<file path="config.mk">
export PLATFORM = sky130hd
export DESIGN_NAME = nfc_sfr_bank
export DESIGN_NICKNAME = d
export VERILOG_FILES = /design/src/rtl/nfc_sfr_pkg.sv /design/src/rtl/nfc_cmd_fifo.sv /design/src/rtl/nfc_sfr_bank.sv
export SDC_FILE = /design/constraint.sdc
export NUM_CORES = 1
export LEC_CHECK = 0
export ABC_AREA = 1
export BUFFER_PORTS_ARGS = -buffer_cell sky130_fd_sc_hd__buf_2
export CAP_MARGIN = 20
export CORE_UTILIZATION = 56
export CTS_CLUSTER_SIZE = 20
export DETAILED_ROUTE_END_ITERATION = 7
export PLACE_DENSITY = 0.8
export SYNTH_ARGS = -nofsm -noshare
export SYNTH_HDL_FRONTEND = slang
export SYNTH_SLANG_ARGS = --single-unit
</file>
<file path="constraint.sdc">
create_clock -name clk -period 3.05 [get_ports clk]
set_input_delay 0 -clock clk [delete_from_list [all_inputs] [get_ports clk]]
set_output_delay 0 -clock clk [all_outputs]
set_load 0.01 [all_outputs]
</file>
<file path="src/rtl/nfc_sfr_pkg.sv">
// Shared constants for the NFC special-function-register bank: register offsets,
// interrupt bit positions, reset values and a width helper.
package nfc_sfr_pkg;

  localparam logic [5:0] OFF_CMD       = 6'h00;
  localparam logic [5:0] OFF_FIFO_STAT = 6'h01;
  localparam logic [5:0] OFF_CE        = 6'h02;
  localparam logic [5:0] OFF_MODE      = 6'h03;
  localparam logic [5:0] OFF_TIMING    = 6'h04;
  localparam logic [5:0] OFF_INT_STAT  = 6'h05;
  localparam logic [5:0] OFF_INT_EN    = 6'h06;
  localparam logic [5:0] OFF_RNB       = 6'h07;

  localparam int INT_DONE     = 0;
  localparam int INT_ERR      = 1;
  localparam int INT_OVF      = 2;
  localparam int INT_RNB_RISE = 3;

  localparam logic [7:0] CE_RST     = 8'hFF;
  localparam logic [7:0] TIMING_RST = 8'h00;

  function automatic int clog2(input int n);
    int r;
    r = 0;
    while ((1 << r) < n) r++;
    return r;
  endfunction

endpackage

</file>
<file path="src/rtl/nfc_cmd_fifo.sv">
// Command byte FIFO: circular buffer with one extra pointer bit so full and empty
// are distinguishable; push while full is accepted only if a pop frees the slot.
module nfc_cmd_fifo import nfc_sfr_pkg::*; #(
  parameter int DEPTH = 4,
  parameter int WIDTH = 8
) (
  input  logic                    clk,
  input  logic                    rst_n,
  input  logic                    push,
  input  logic                    pop,
  input  logic                    flush,
  input  logic [WIDTH-1:0]        din,
  output logic [WIDTH-1:0]        dout,
  output logic                    full,
  output logic                    empty,
  output logic [clog2(DEPTH):0]   level
);
  localparam int AW = clog2(DEPTH);

  logic [AW:0]      wr_ptr, rd_ptr;
  logic [WIDTH-1:0] mem [DEPTH];
  logic             do_pop, do_push;

  assign level   = wr_ptr - rd_ptr;
  assign empty   = (wr_ptr == rd_ptr);
  assign full    = (wr_ptr[AW] != rd_ptr[AW]) && (wr_ptr[AW-1:0] == rd_ptr[AW-1:0]);
  assign do_pop  = pop && !empty;
  assign do_push = push && (!full || do_pop);
  // Storage is unreset, so mask the head while empty to keep dout clean out of reset.
  assign dout    = empty ? '0 : mem[rd_ptr[AW-1:0]];

  always_ff @(posedge clk or negedge rst_n) begin
    if (!rst_n) begin
      wr_ptr <= '0;
      rd_ptr <= '0;
    end else if (flush) begin
      rd_ptr <= wr_ptr;
    end else begin
      if (do_push) wr_ptr <= wr_ptr + 1'b1;
      if (do_pop)  rd_ptr <= rd_ptr + 1'b1;
    end
  end

  always_ff @(posedge clk) begin
    if (do_push && !flush) mem[wr_ptr[AW-1:0]] <= din;
  end

endmodule

</file>
<file path="src/rtl/nfc_sfr_bank.sv">
// Byte-wide SFR bank for the NFC core. Optional MODE[7] FIFO flush is built
// only when NFC_SFR_CMD_FLUSH_EN is defined.
module nfc_sfr_bank import nfc_sfr_pkg::*; #(
  parameter int ADDR_W      = 9,
  parameter int CH_NUM      = 4,
  parameter int CMD_DEPTH   = 4,
  parameter int SYNC_STAGES = 2
) (
  input  logic              clk,
  input  logic              rst_n,
  input  logic              reg_wr,
  input  logic              reg_rd,
  input  logic [ADDR_W-1:0] reg_addr,
  input  logic [7:0]        reg_din,
  output logic [7:0]        reg_dout,
  input  logic [CH_NUM-1:0] rnb_i,
  output logic [7:0]        cmd_data,
  output logic              cmd_valid,
  input  logic              cmd_ready,
  input  logic              done_i,
  input  logic              err_i,
  output logic [CH_NUM-1:0] nf_ceb,
  output logic [1:0]        nf_mode,
  output logic              nf_ecc_en,
  output logic              nf_edo_en,
  output logic [2:0]        nf_total_cycle,
  output logic [3:0]        nf_high_cycle,
  output logic [31:0]       nf_row_addr,
  output logic [31:0]       nf_rand_seed,
  output logic              int_o
);
  logic [5:0]        off;
  logic              wr_hit, flush, cmd_push, ovf, rise;
  logic              fifo_full, fifo_empty;
  logic [clog2(CMD_DEPTH):0] fifo_level;
  logic [3:0]        lvl4, int_stat, int_en, hw_set, w1c;
  logic [CH_NUM-1:0] ce, hist, rnb_s;
  logic [CH_NUM-1:0] sync [SYNC_STAGES];
  logic [1:0]        mode;
  logic              ecc_en;
  logic [7:0]        timing, rd_data;
  logic [31:0]       row, seed;

  assign off      = reg_addr[5:0];
  assign wr_hit   = reg_wr && ((reg_addr >> 6) == '0);
  assign cmd_push = wr_hit && (off == OFF_CMD);
`ifdef NFC_SFR_CMD_FLUSH_EN
  assign flush    = wr_hit && (off == OFF_MODE) && reg_din[7];
`else
  assign flush    = 1'b0;
`endif
  // A pop in the same cycle frees the slot, so only a true drop raises OVF.
  assign ovf      = cmd_push && fifo_full && !(cmd_valid && cmd_ready) && !flush;

  nfc_cmd_fifo #(.DEPTH(CMD_DEPTH), .WIDTH(8)) u_fifo (
    .clk(clk), .rst_n(rst_n), .push(cmd_push), .pop(cmd_ready), .flush(flush),
    .din(reg_din), .dout(cmd_data), .full(fifo_full), .empty(fifo_empty),
    .level(fifo_level)
  );
  assign cmd_valid = !fifo_empty;
  assign lvl4      = 4'(fifo_level);

  always_ff @(posedge clk or negedge rst_n) begin
    if (!rst_n) begin
      for (int i = 0; i < SYNC_STAGES; i++) sync[i] <= '0;
      hist <= '0;
    end else begin
      sync[0] <= rnb_i;
      for (int i = 1; i < SYNC_STAGES; i++) sync[i] <= sync[i-1];
      hist <= sync[SYNC_STAGES-1];
    end
  end
  assign rnb_s = sync[SYNC_STAGES-1];
  assign rise  = |(rnb_s & ~hist & ~ce);

  assign hw_set = {rise, ovf, err_i, done_i};
  assign w1c    = (wr_hit && off == OFF_INT_STAT) ? reg_din[3:0] : 4'h0;

  always_ff @(posedge clk or negedge rst_n) begin
    if (!rst_n) int_stat <= '0;
    else        int_stat <= (int_stat & ~w1c) | hw_set;
  end
  assign int_o = |(int_stat & int_en);

  always_ff @(posedge clk or negedge rst_n) begin
    if (!rst_n) begin
      ce     <= CE_RST[CH_NUM-1:0];
      mode   <= '0;
      ecc_en <= 1'b0;
      timing <= TIMING_RST;
      int_en <= '0;
      row    <= '0;
      seed   <= '0;
    end else if (wr_hit) begin
      case (off)
        OFF_CE:     ce <= reg_din[CH_NUM-1:0];
        OFF_MODE:   begin mode <= reg_din[5:4]; ecc_en <= reg_din[0]; end
        OFF_TIMING: timing <= reg_din;
        OFF_INT_EN: int_en <= reg_din[3:0];
        default: begin
          if (off[5:3] == 3'b001) begin
            if (off[2]) seed[{off[1:0], 3'b000} +: 8] <= reg_din;
            else        row[{off[1:0], 3'b000} +: 8]  <= reg_din;
          end
        end
      endcase
    end
  end

  always_comb begin
    rd_data = 8'h00;
    if ((reg_addr >> 6) == '0) begin
      case (off)
        OFF_FIFO_STAT: rd_data = {lvl4, 2'b00, fifo_full, fifo_empty};
        OFF_CE:        rd_data = 8'(ce);
        OFF_MODE:      rd_data = {2'b00, mode, 3'b000, ecc_en};
        OFF_TIMING:    rd_data = timing;
        OFF_INT_STAT:  rd_data = {4'h0, int_stat};
        OFF_INT_EN:    rd_data = {4'h0, int_en};
        OFF_RNB:       rd_data = 8'(rnb_s);
        default: begin
          if (off[5:3] == 3'b001)
            rd_data = off[2] ? seed[{off[1:0], 3'b000} +: 8] : row[{off[1:0], 3'b000} +: 8];
        end
      endcase
    end
  end

  always_ff @(posedge clk or negedge rst_n) begin
    if (!rst_n)      reg_dout <= 8'h00;
    else if (reg_rd) reg_dout <= rd_data;
  end

  assign nf_ceb         = ce;
  assign nf_mode        = mode;
  assign nf_ecc_en      = ecc_en;
  assign nf_edo_en      = timing[7];
  assign nf_total_cycle = timing[6:4];
  assign nf_high_cycle  = timing[3:0];
  assign nf_row_addr    = row;
  assign nf_rand_seed   = seed;

endmodule

</file>
# Yosys cells after proc, flatten, opt, wreduce, memory -nomap -nowiden
# Memory sizes are Yosys's and may differ from the RTL's.
# Cells that the tools add are included.
# totals
register_bits,113
mem_bits_rw,32
input_bits,28
out_inout_bits,97
wordCells,77
mem_count,1
# memory_table
memory,depth,word_bits,rd,rd_clocked_by_memory_dff,wr,line_no,source
u_fifo.mem,4,8,1,0,1,nfc_cmd_fifo.sv:21,logic [WIDTH-1:0] mem [DEPTH];
# classes
n_addsub,4
eq_ne,11
n_shift,4
n_mux,10
bitwise_logic,10
reduce_logical,23
# ops
operator,n
$bwmux W32,2
$shiftx A32 B6 Y8,2
$pmux W8 S7,1
$mux W8,4
$shift A8 B7 Y32 const A,1
$shiftx A8 B7 Y32,1
$eq A6 B3 Y1 const B,4
$and A4 B4 Y4,4
$eq A6 B2 Y1 const B,2
$not A4 Y4,3
$reduce_or A4 Y1,3
$logic_not A9 Y1,1
$logic_and A1 B1 Y1,8
$reduce_and A2 Y1,4
$reduce_and A4 Y1,2
$neg A5 Y7,1
$add A3 B1 Y3 const B,2
$eq A6 B1 Y1 const B,1
$logic_not A6 Y1,1
$mux W4,1
$or A4 B4 Y4,1
$eq A3 B1 Y1 const B,1
$eq A3 B3 Y1,1
$logic_not A1 Y1,3
other kinds (6),8

# Longest topological paths before layout
# Gate-level depths: netlist of run 1.
# logic_depth
ltp_word,7
ltp_mapped,11
mapped_depth_nobuf,11

# By module
# A second synthesis of run 1 with hierarchy kept.
# unflattened
cells_unflattened,890
area_unflattened_um2,7322.0
# by_module_without_submodules
mod,instances,cells_each,area_each_um2,seq_area_each_um2
nfc_sfr_bank,1,723,5536.6,2682.6
nfc_cmd_fifo,1,167,1785.5,1111.1

# Least setup slack after synthesis of run 1
# Ideal clock, no wire load.
# synth_timing
path_kind,reg2reg
start,register u_fifo.rd_ptr[1]
end,"memory u_fifo.mem[0][0], enable pin"
setup_time_ps,371
arrival_time_ps,1771
required_ps,2679
path_slack_ps,908
path_stages_with_launch,9
path_buffers,1
period_less_slack_ps,2142
path_cell_list,dfrtp_1 -> clkbuf_1 -> inv_2 -> ha_1 -> nand2_1 -> nor2_1 -> nand2_1 -> nand4_1 -> nor2_1
# synth_via
elab_chain_len,7
elab_cells_between_ends,10
classes_between,eq/ne (2); mux (2); reduce/logical (6)
# synth_rtl
item,line_no,source
"start, declared",nfc_cmd_fifo.sv:20,"logic [AW:0] wr_ptr, rd_ptr;"
"start signal, assigned",nfc_cmd_fifo.sv:37,rd_ptr <= wr_ptr;
"start signal, assigned",nfc_cmd_fifo.sv:40,if (do_pop) rd_ptr <= rd_ptr + 1'b1;
$eq A3 B3 Y1 or $eq A2 B2 Y1 (tied branches),"nfc_cmd_fifo.sv:25, nfc_cmd_fifo.sv:26",
$logic_not A1 Y1 or $logic_and A1 B1 Y1 (tied branches),"nfc_cmd_fifo.sv:27, nfc_cmd_fifo.sv:26",
$logic_and A1 B1 Y1 or $logic_not A1 Y1 (tied branches),"nfc_cmd_fifo.sv:27, nfc_cmd_fifo.sv:28",
$logic_or A1 B1 Y1 (*),nfc_cmd_fifo.sv:28,assign do_push = push && (!full || do_pop);
$logic_and A1 B1 Y1 (*),nfc_cmd_fifo.sv:28,
$mux W1 (*),nfc_cmd_fifo.sv:45,if (do_push && !flush) mem[wr_ptr[AW-1:0]] <= din;
$mux W1 (not written as such) (*),nfc_cmd_fifo.sv:45,
"end, declared",nfc_cmd_fifo.sv:21,
# Mark *: on every way between the ends. The rest lies on a longest branch, timed or not.

# Final worst setup path of run 1
# layout_timing
start,register u_fifo.rd_ptr[1]
end,"memory u_fifo.mem[2][4], enable pin"
# Same word-level chain as after synthesis.

==> results.json, run 1 <==
{
  "p_int_uw": 3910,
  "drv_cap": 0,
  "power_uw": 5390,
  "worst_slew_pin_slew_ns": 1.10,
  "hold_end": "reg_dout[1]",
  "synthDistinctLibCells": 34,
  "die_w_um": 115,
  "ys_seq_elements": 145,
  "peakVddDrop_uv": 387,
  "arrival_ns": 2.49,
  "path_cells": "inv_2, ha_1, nand2_1, nor2_1, nand2_1, nand4_1, nor2_1",
  "drt_iter0_drc": 719,
  "routedWlPerCell_um": 17.2,
  "initial_core_util": 0.582,
  "tns_ns": 0,
  "criticalPathCategory": "register to register",
  "swShare": 0.276,
  "wl_mm": 19.9,
  "crit_path_end_kind": "register",
  "preCtsSetupSlack_ns": 0.636,
  "yosysWarnings": 0,
  "status": "finished clean",
  "leakage_uw": 0.00421,
  "route.vias.total": 6421,
  "synth_area_mm2": 0.00710,
  "clockRootBuffer": "clkbuf_16",
  "gp_congestion": 0.943,
  "cp_max_fo": 11,
  "rsz0062_at_grt": "no",
  "power_frac_clock": 0.438,
  "cpMaxStageDelayCell": "nor2_1",
  "cts_max_path_buffers": 2,
  "insertion_delay_ns": 0.43,
  "antenna_cells": 0,
  "die_h_um": 115,
  "max_freq_mhz": 410,
  "slowest_delay_ns": 0.58,
  "synth_top_cell_area_share": 0.384,
  "p_sw_uw": 1490,
  "cts_tree": "built",
  "r2r-start": "u_fifo.rd_ptr[1]",
  "layout.nets": 1022,
  "synth-seq-area-share": 0.534,
  "coreArea_mm2": 0.0122,
  "fin_crit_sh": 0.799,
  "path_clk_slew_ns": 0.06,
  "netlist.top_cell.by_area": "dfrtp_1",
  "crit_family": "simple AND/OR/NAND/NOR gates",
  "worstPathRequired_ns": 3.11,
  "grt_pass1_vias": 6057,
  "grt_remaining_overflow": 0,
  "report.final.slew_viol_count": 0,
  "worst_slack_ns": 0.613,
  "syn_area_per_cell_um2": 8.40,
  "grt_max_degree": 61,
  "finalSetupViolations": 0,
  "cts_resized": 0,
  "dpl-instance-area_mm2": 0.00781,
  "drc": 0,
  "final_area_mm2": 0.00866,
  "synth_area_leaders": "dfrtp_1 38%, edfxtp_1 14%, nand2_1 12%",
  "finalClockSkew_ns": 0.00779,
  "cts_sinks": 145,
  "grt_pass1_wl_mm": 31.1,
  "rows": 40,
  "syn_nets": 888,
  "start_kind": "register",
  "whs_path_depth": 6,
  "hp-class": "input port to register",
  "hpwl_mm": 13.4,
  "cts-buffers-inserted": 17,
  "rr_endpoint": "u_fifo.mem[2][4]",
  "r2r_cells": 7,
  "layout-drive-gt1-share": 0.192,
  "dieArea_mm2": 0.0131,
  "area_delta_synth_final_pct": 22.0,
  "grt_usage": 0.319,
  "routed_via_density": 5.53,
  "ff2ff_setup_slack_ns": 0.61,
  "power_frac_seq": 0.393,
  "io_pins": 125,
  "combinationalPowerShare": 0.169,
  "antenna_found_initial": 0,
  "powerDensity_mw_per_mm2": 622,
  "syn_inst": 846,
  "layout_min_cycle_time_ns": 2.44,
  "timing.hold.ws_ns": 0.0139,
  "slew_headroom": 0.266,
  "holdCritStartpoint": "reg_addr[8]",
  "cts_max_level": 4,
  "finalHoldViolCount": 0,
  "antenna_left": 0,
  "port_buffers": 124,
  "cp.buffers_inverters": 1,
  "firstDrtPassIters": 6
}
[worst reg2reg max path: stages, from the launching register on]
cell and delay (ns):
dfrtp_1 0.56, inv_2 0.18, ha_1 0.33, nand2_1 0.08, nor2_1 0.06, nand2_1 0.09, nand4_1 0.19, nor2_1 0.58
[how the worst max path moves through the flow]
stage                startpoint                to  slack [ns]  depth (start not counted)
3_3_place_gp   u_fifo.rd_ptr[1]  u_fifo.mem[0][1]        0.74                          7
3_5_place_dp   u_fifo.rd_ptr[1]  u_fifo.mem[1][0]        0.64                          7
4_1_cts        u_fifo.rd_ptr[1]  u_fifo.mem[0][4]        0.62                          7
5_1_grt        u_fifo.rd_ptr[1]  u_fifo.mem[0][4]        0.43                          7
2_1_floorplan  u_fifo.rd_ptr[1]  u_fifo.mem[0][0]        0.91                          8
6_report       u_fifo.rd_ptr[1]  u_fifo.mem[2][4]        0.61                          7
[kinds of logic (layout without fill, tap and decap cells)]
family | after synthesis | count (layout) | share of synthesized area
AOI/OAI and AO/OA | 145 | 145 | 0.107
and+or+nand+nor | 414 | 414 | 0.256
DFF | 145 | 145 | 0.534
buffers and inverters | 125 | 272 | 0.0743
adders and majority gates | 14 | 14 | 0.0257
xor gates and xnor gates | 3 | 3 | 0.00370
[state kept, by name (all words and copies together) (netlist names), 4 cells and up]
signal	flops
rnb_s	4
nf_rand_seed	32
reg_dout	8
int_en	4
int_stat	4
timing	8
hist	4
nf_row_addr	32
nf_ceb	4
u_fifo.mem	32
sync	4
[per-layer routing]
layer	global-route usage	share of wire	vias to the layer above
met2	0.497	0.47	367
met1	0.422	0.40	2971
met3	0.0746	0.096	62
met5	0	0	-
li1	-	-	3021
met4	0.154	0.034	0
[power by group through the flow]
stage,logic [µW],registers (µW),clock network [µW]
global route,1010,2120,2450
global placement,863,2150,0
CTS,910,2120,2370
detailed placement,880,2150,0
floorplan,551,2140,0
finish,913,2120,2360
[cell usage after synthesis]
cell,n
a21oi_1,19
inv_2,2
inv_4,1
o211ai_1,11
inv_1,89
clkbuf_1,10
nand3b_1,1
dfrtp_1,109
o21ai_0,105
nor2_2,7
dfstp_2,4
buf_4,5
nor3_2,1
nand3_2,1
buf_2,12
nor2_1,70
o21ai_1,9
nor2_8,1
xor2_1,3
nand2_1,230
nor3b_1,1
clkinv_1,3
nand2_4,1
edfxtp_1,32
or3b_2,2
ha_1,13
o32ai_1,1
nand2_2,4
nor2_4,8
nor3_1,24
nand4_1,9
fa_1,1
nand3_1,54
buf_6,3
[repair_timing]
action / 4_1_cts / 5_1_grt
endpoints found under the hold margin: 99 / 0
hold buffers: 17 / 0
buffers inserted: 0 / 0
[per-stage QoR]
stage | utilization | instances
2_1_floorplan | - | 846
3_3_place_gp | 0.640 | 1112
3_5_place_dp | 0.640 | 1112
4_1_cts | 0.710 | 1161
5_1_grt | 0.710 | 1161
6_report | 0.710 | 1161
[cells in the final DEF (no fill, tap or decap), types with 2 or more instances in the layout]
| cell type | synthesis | layout |
|---|---|---|
| nor2_4 | 8 | 8 |
| xor2_1 | 3 | 3 |
| clkinv_4 | 0 | 2 |
| dfstp_2 | 4 | 4 |
| nand3_1 | 54 | 54 |
| ha_1 | 13 | 13 |
| edfxtp_1 | 32 | 32 |
| buf_2 | 12 | 123 |
| inv_2 | 2 | 2 |
| nand2_1 | 230 | 230 |
| nand4_1 | 9 | 9 |
| dfrtp_1 | 109 | 109 |
| or3b_2 | 2 | 2 |
| dlygate4sd3_1 | 0 | 17 |
| a21oi_1 | 19 | 19 |
| o21ai_1 | 9 | 9 |
| inv_1 | 89 | 89 |
| bufinv_16 | 0 | 4 |
| clkinvlp_4 | 0 | 2 |
| o211ai_1 | 11 | 11 |
| nand2_2 | 4 | 4 |
| o21ai_0 | 105 | 105 |
| buf_4 | 5 | 4 |
| clkinv_1 | 3 | 3 |
| nor2_2 | 7 | 7 |
| nor3_1 | 24 | 24 |
| nor2_1 | 70 | 70 |
| clkbuf_16 | 0 | 20 |
[layout make-up]
class,instances,area (µm²)
timing repair buffer,145,836
tap,168,210
inverter,95,359
clock inverter,10,166
sequential,145,3790
multi-input combinational,576,2780
clock buffer,22,518
fill,948,3550
Note: power is estimated with default switching activity, not from simulation.
==> inputs of run 2 (changes only) <==
Settings changed: CORE_UTILIZATION 56 to 51, PLACE_DENSITY 0.8 to 0.77.
Clock period 3.05 ns to 2.15 ns, I/O delays scaled along.
==> run 2 against run 1 <==
  * Critical path depth is 1 higher
  * Final cell count is 2.0% higher
  * Sequential power is 41% higher
  * Largest power group is now registers
==> results.json, run 2 (synthesized netlist as in run 1, its figures left out) <==
{
  "grt_use_met1": 0.380,
  "cts_max_level": 4,
  "insertion_delay_ns": 0.43,
  "final_area_mm2": 0.00864,
  "criticalPathCategory": "register to output pin",
  "antenna_found_initial": 0,
  "ff2ff_setup_slack_ns": 0.27,
  "grt_use_met3": 0.0708,
  "powerDensity_mw_per_mm2": 815,
  "firstDrtPassIters": 5,
  "area_delta_synth_final_pct": 21.7,
  "cts-buffers-inserted": 17,
  "rr_endpoint": "u_fifo.mem[2][5]",
  "layout.nets": 1037,
  "hpwl_mm": 13.6,
  "initial_core_util": 0.530,
  "r2r_cells": 8,
  "hp-class": "input port to register",
  "cts_tree": "built",
  "leakage_uw": 0.00422,
  "grt_pass1_vias": 6176,
  "status": "finished clean",
  "cp_max_fo": 8,
  "whs_path_depth": 6,
  "layout_min_cycle_time_ns": 1.98,
  "post_cts_buffers": 0,
  "cpMaxStageDelayCell": "dfrtp_1",
  "slowest_delay_ns": 0.40,
  "io_pins": 125,
  "max_freq_mhz": 504,
  "grt_pass1_wl_mm": 31.5,
  "port_buffers": 124,
  "die_h_um": 120,
  "start_kind": "register",
  "clockRootBuffer": "clkbuf_16",
  "rows": 42,
  "path_cells": "inv_1, ha_1, nand2_1, inv_1, nand2_1, inv_2, a21oi_1, buf_2",
  "drt_iter0_drc": 528,
  "layout_common_cells": "230 x nand2_1, 123 x buf_2, 109 x dfrtp_1",
  "crit_family": "buffers and inverters",
  "drc": 0,
  "tns_ns": 0,
  "dieArea_mm2": 0.0144,
  "arrival_ns": 1.98,
  "gp_congestion": 0.972,
  "worst_slew_pin_slew_ns": 0.537,
  "finalSetupViolations": 0,
  "wl_mm": 19.6,
  "grt_usage": 0.290,
  "grt_max_degree": 80,
  "antenna_cells": 0,
  "path_clk_slew_ns": 0.06,
  "r2r-start": "u_fifo.wr_ptr[0]",
  "cp.buffers_inverters": 4,
  "coreArea_mm2": 0.0134,
  "busiest_layer": "met2",
  "die_w_um": 120,
  "n_fill_cell": 1206,
  "routed_via_density": 5.38,
  "finalHoldViolCount": 0,
  "dpl-instance-area_mm2": 0.00793,
  "slew_headroom": 0.641,
  "grt_remaining_overflow": 0,
  "layout-drive-gt1-share": 0.201,
  "use_met2": 0.453,
  "cts_sinks": 145,
  "fin_crit_sh": 0.923,
  "holdCritStartpoint": "reg_addr[7]",
  "hold_end": "reg_dout[0]",
  "antenna_left": 0,
  "drv_cap": 0,
  "mostFrequentLayoutCell": "nand2_1",
  "crit_path_end_kind": "output pin",
  "report.final.slew_viol_count": 0,
  "rsz0062_at_grt": "no",
  "routedWlPerCell_um": 16.5,
  "peakVddDrop_uv": 524,
  "cts_max_path_buffers": 2,
  "worstPathRequired_ns": 2.15,
  "finalClockSkew_ns": 0.00838,
  "route.vias.total": 6367
}
==> run 2: cell types whose count changed in the layout (fill, tap and decap cells not counted), sizes merged <==
cell and change:
inv -1, dlygate4sd3 +1, clkinv +3, bufinv -4
clkinvlp -2, clkbuf +4, buf +14
==> run 2: metrics by stage <==
step / total power (µW) / setup slack, ns / utilization / instances / hold WS (ns)
after floorplan: 3820 / 0.00847 / - / 846 / -0.296
after global placement: 4320 / 0.371 / 0.591 / 1134 / -0.0217
after detailed placement: 4350 / 0.321 / 0.591 / 1134 / -0.0199
after CTS: 7050 / 0.0912 / 0.645 / 1184 / 0.00147
after global routing: 7330 / 0.0213 / 0.645 / 1184 / 0.0407
final: 7040 / 0.166 / 0.645 / 1184 / 0.00740
==> run 2: cell type report <==
type | instances | area (µm²) | share of cell area
Tap cell | 176 | 220 | 0.0255
Timing Repair Buffer | 160 | 951 | 0.110
Clock inverter | 6 | 30.0 | 0.00347
Sequential cell | 145 | 3790 | 0.439
Inverter | 95 | 359 | 0.0415
Multi-Input combinational cell | 576 | 2780 | 0.322
Clock buffer | 26 | 509 | 0.0589
==> run 2: repair_timing <==
action / CTS / global route
hold endpoints to repair: 84 / 0
hold buffers: 18 / 0
setup endpoints to repair: 0 / 8
resized for setup: 0 / 1
==> run 2: how the worst max path moves through the flow <==
stage	from	slack (ns)	endpoint	cells after the start
floorplan	u_fifo.rd_ptr[1]	0.008	u_fifo.mem[0][0]	8
global placement	u_fifo.wr_ptr[0]	0.37	u_fifo.mem[3][2]	8
detailed placement	u_fifo.wr_ptr[0]	0.32	u_fifo.mem[2][0]	8
CTS	u_fifo.wr_ptr[0]	0.09	cmd_data[3]	8
global route	u_fifo.wr_ptr[0]	0.02	cmd_data[5]	8
finish	u_fifo.wr_ptr[0]	0.17	cmd_data[3]	8
==> run 2: power breakdown <==
group | internal (µW) | total (µW) | leakage, µW | switching (µW)
combinational | 475 | 1360 | 0.00238 | 882
clock | 1610 | 2710 | 0.000274 | 1090
sequential | 2920 | 2980 | 0.00157 | 63.8
total | 5010 | 7040 | 0.00422 | 2040
==> run 2: worst register-to-register path: cells and delay by family (launching register included) <==
family	cells	cell delay (ns)
buffers and inverters	2	0.34
adders and majority gates	1	0.27
and+or+nand+nor	5	0.59
DFF	1	0.40
==> run 2: metal layers <==
metal | vias to the layer above | wire length [µm]
met5 | - | 0
met4 | 0 | 631
met3 | 51 | 1410
met2 | 280 | 9210
met1 | 2980 | 8300
li1 | 3056 | -
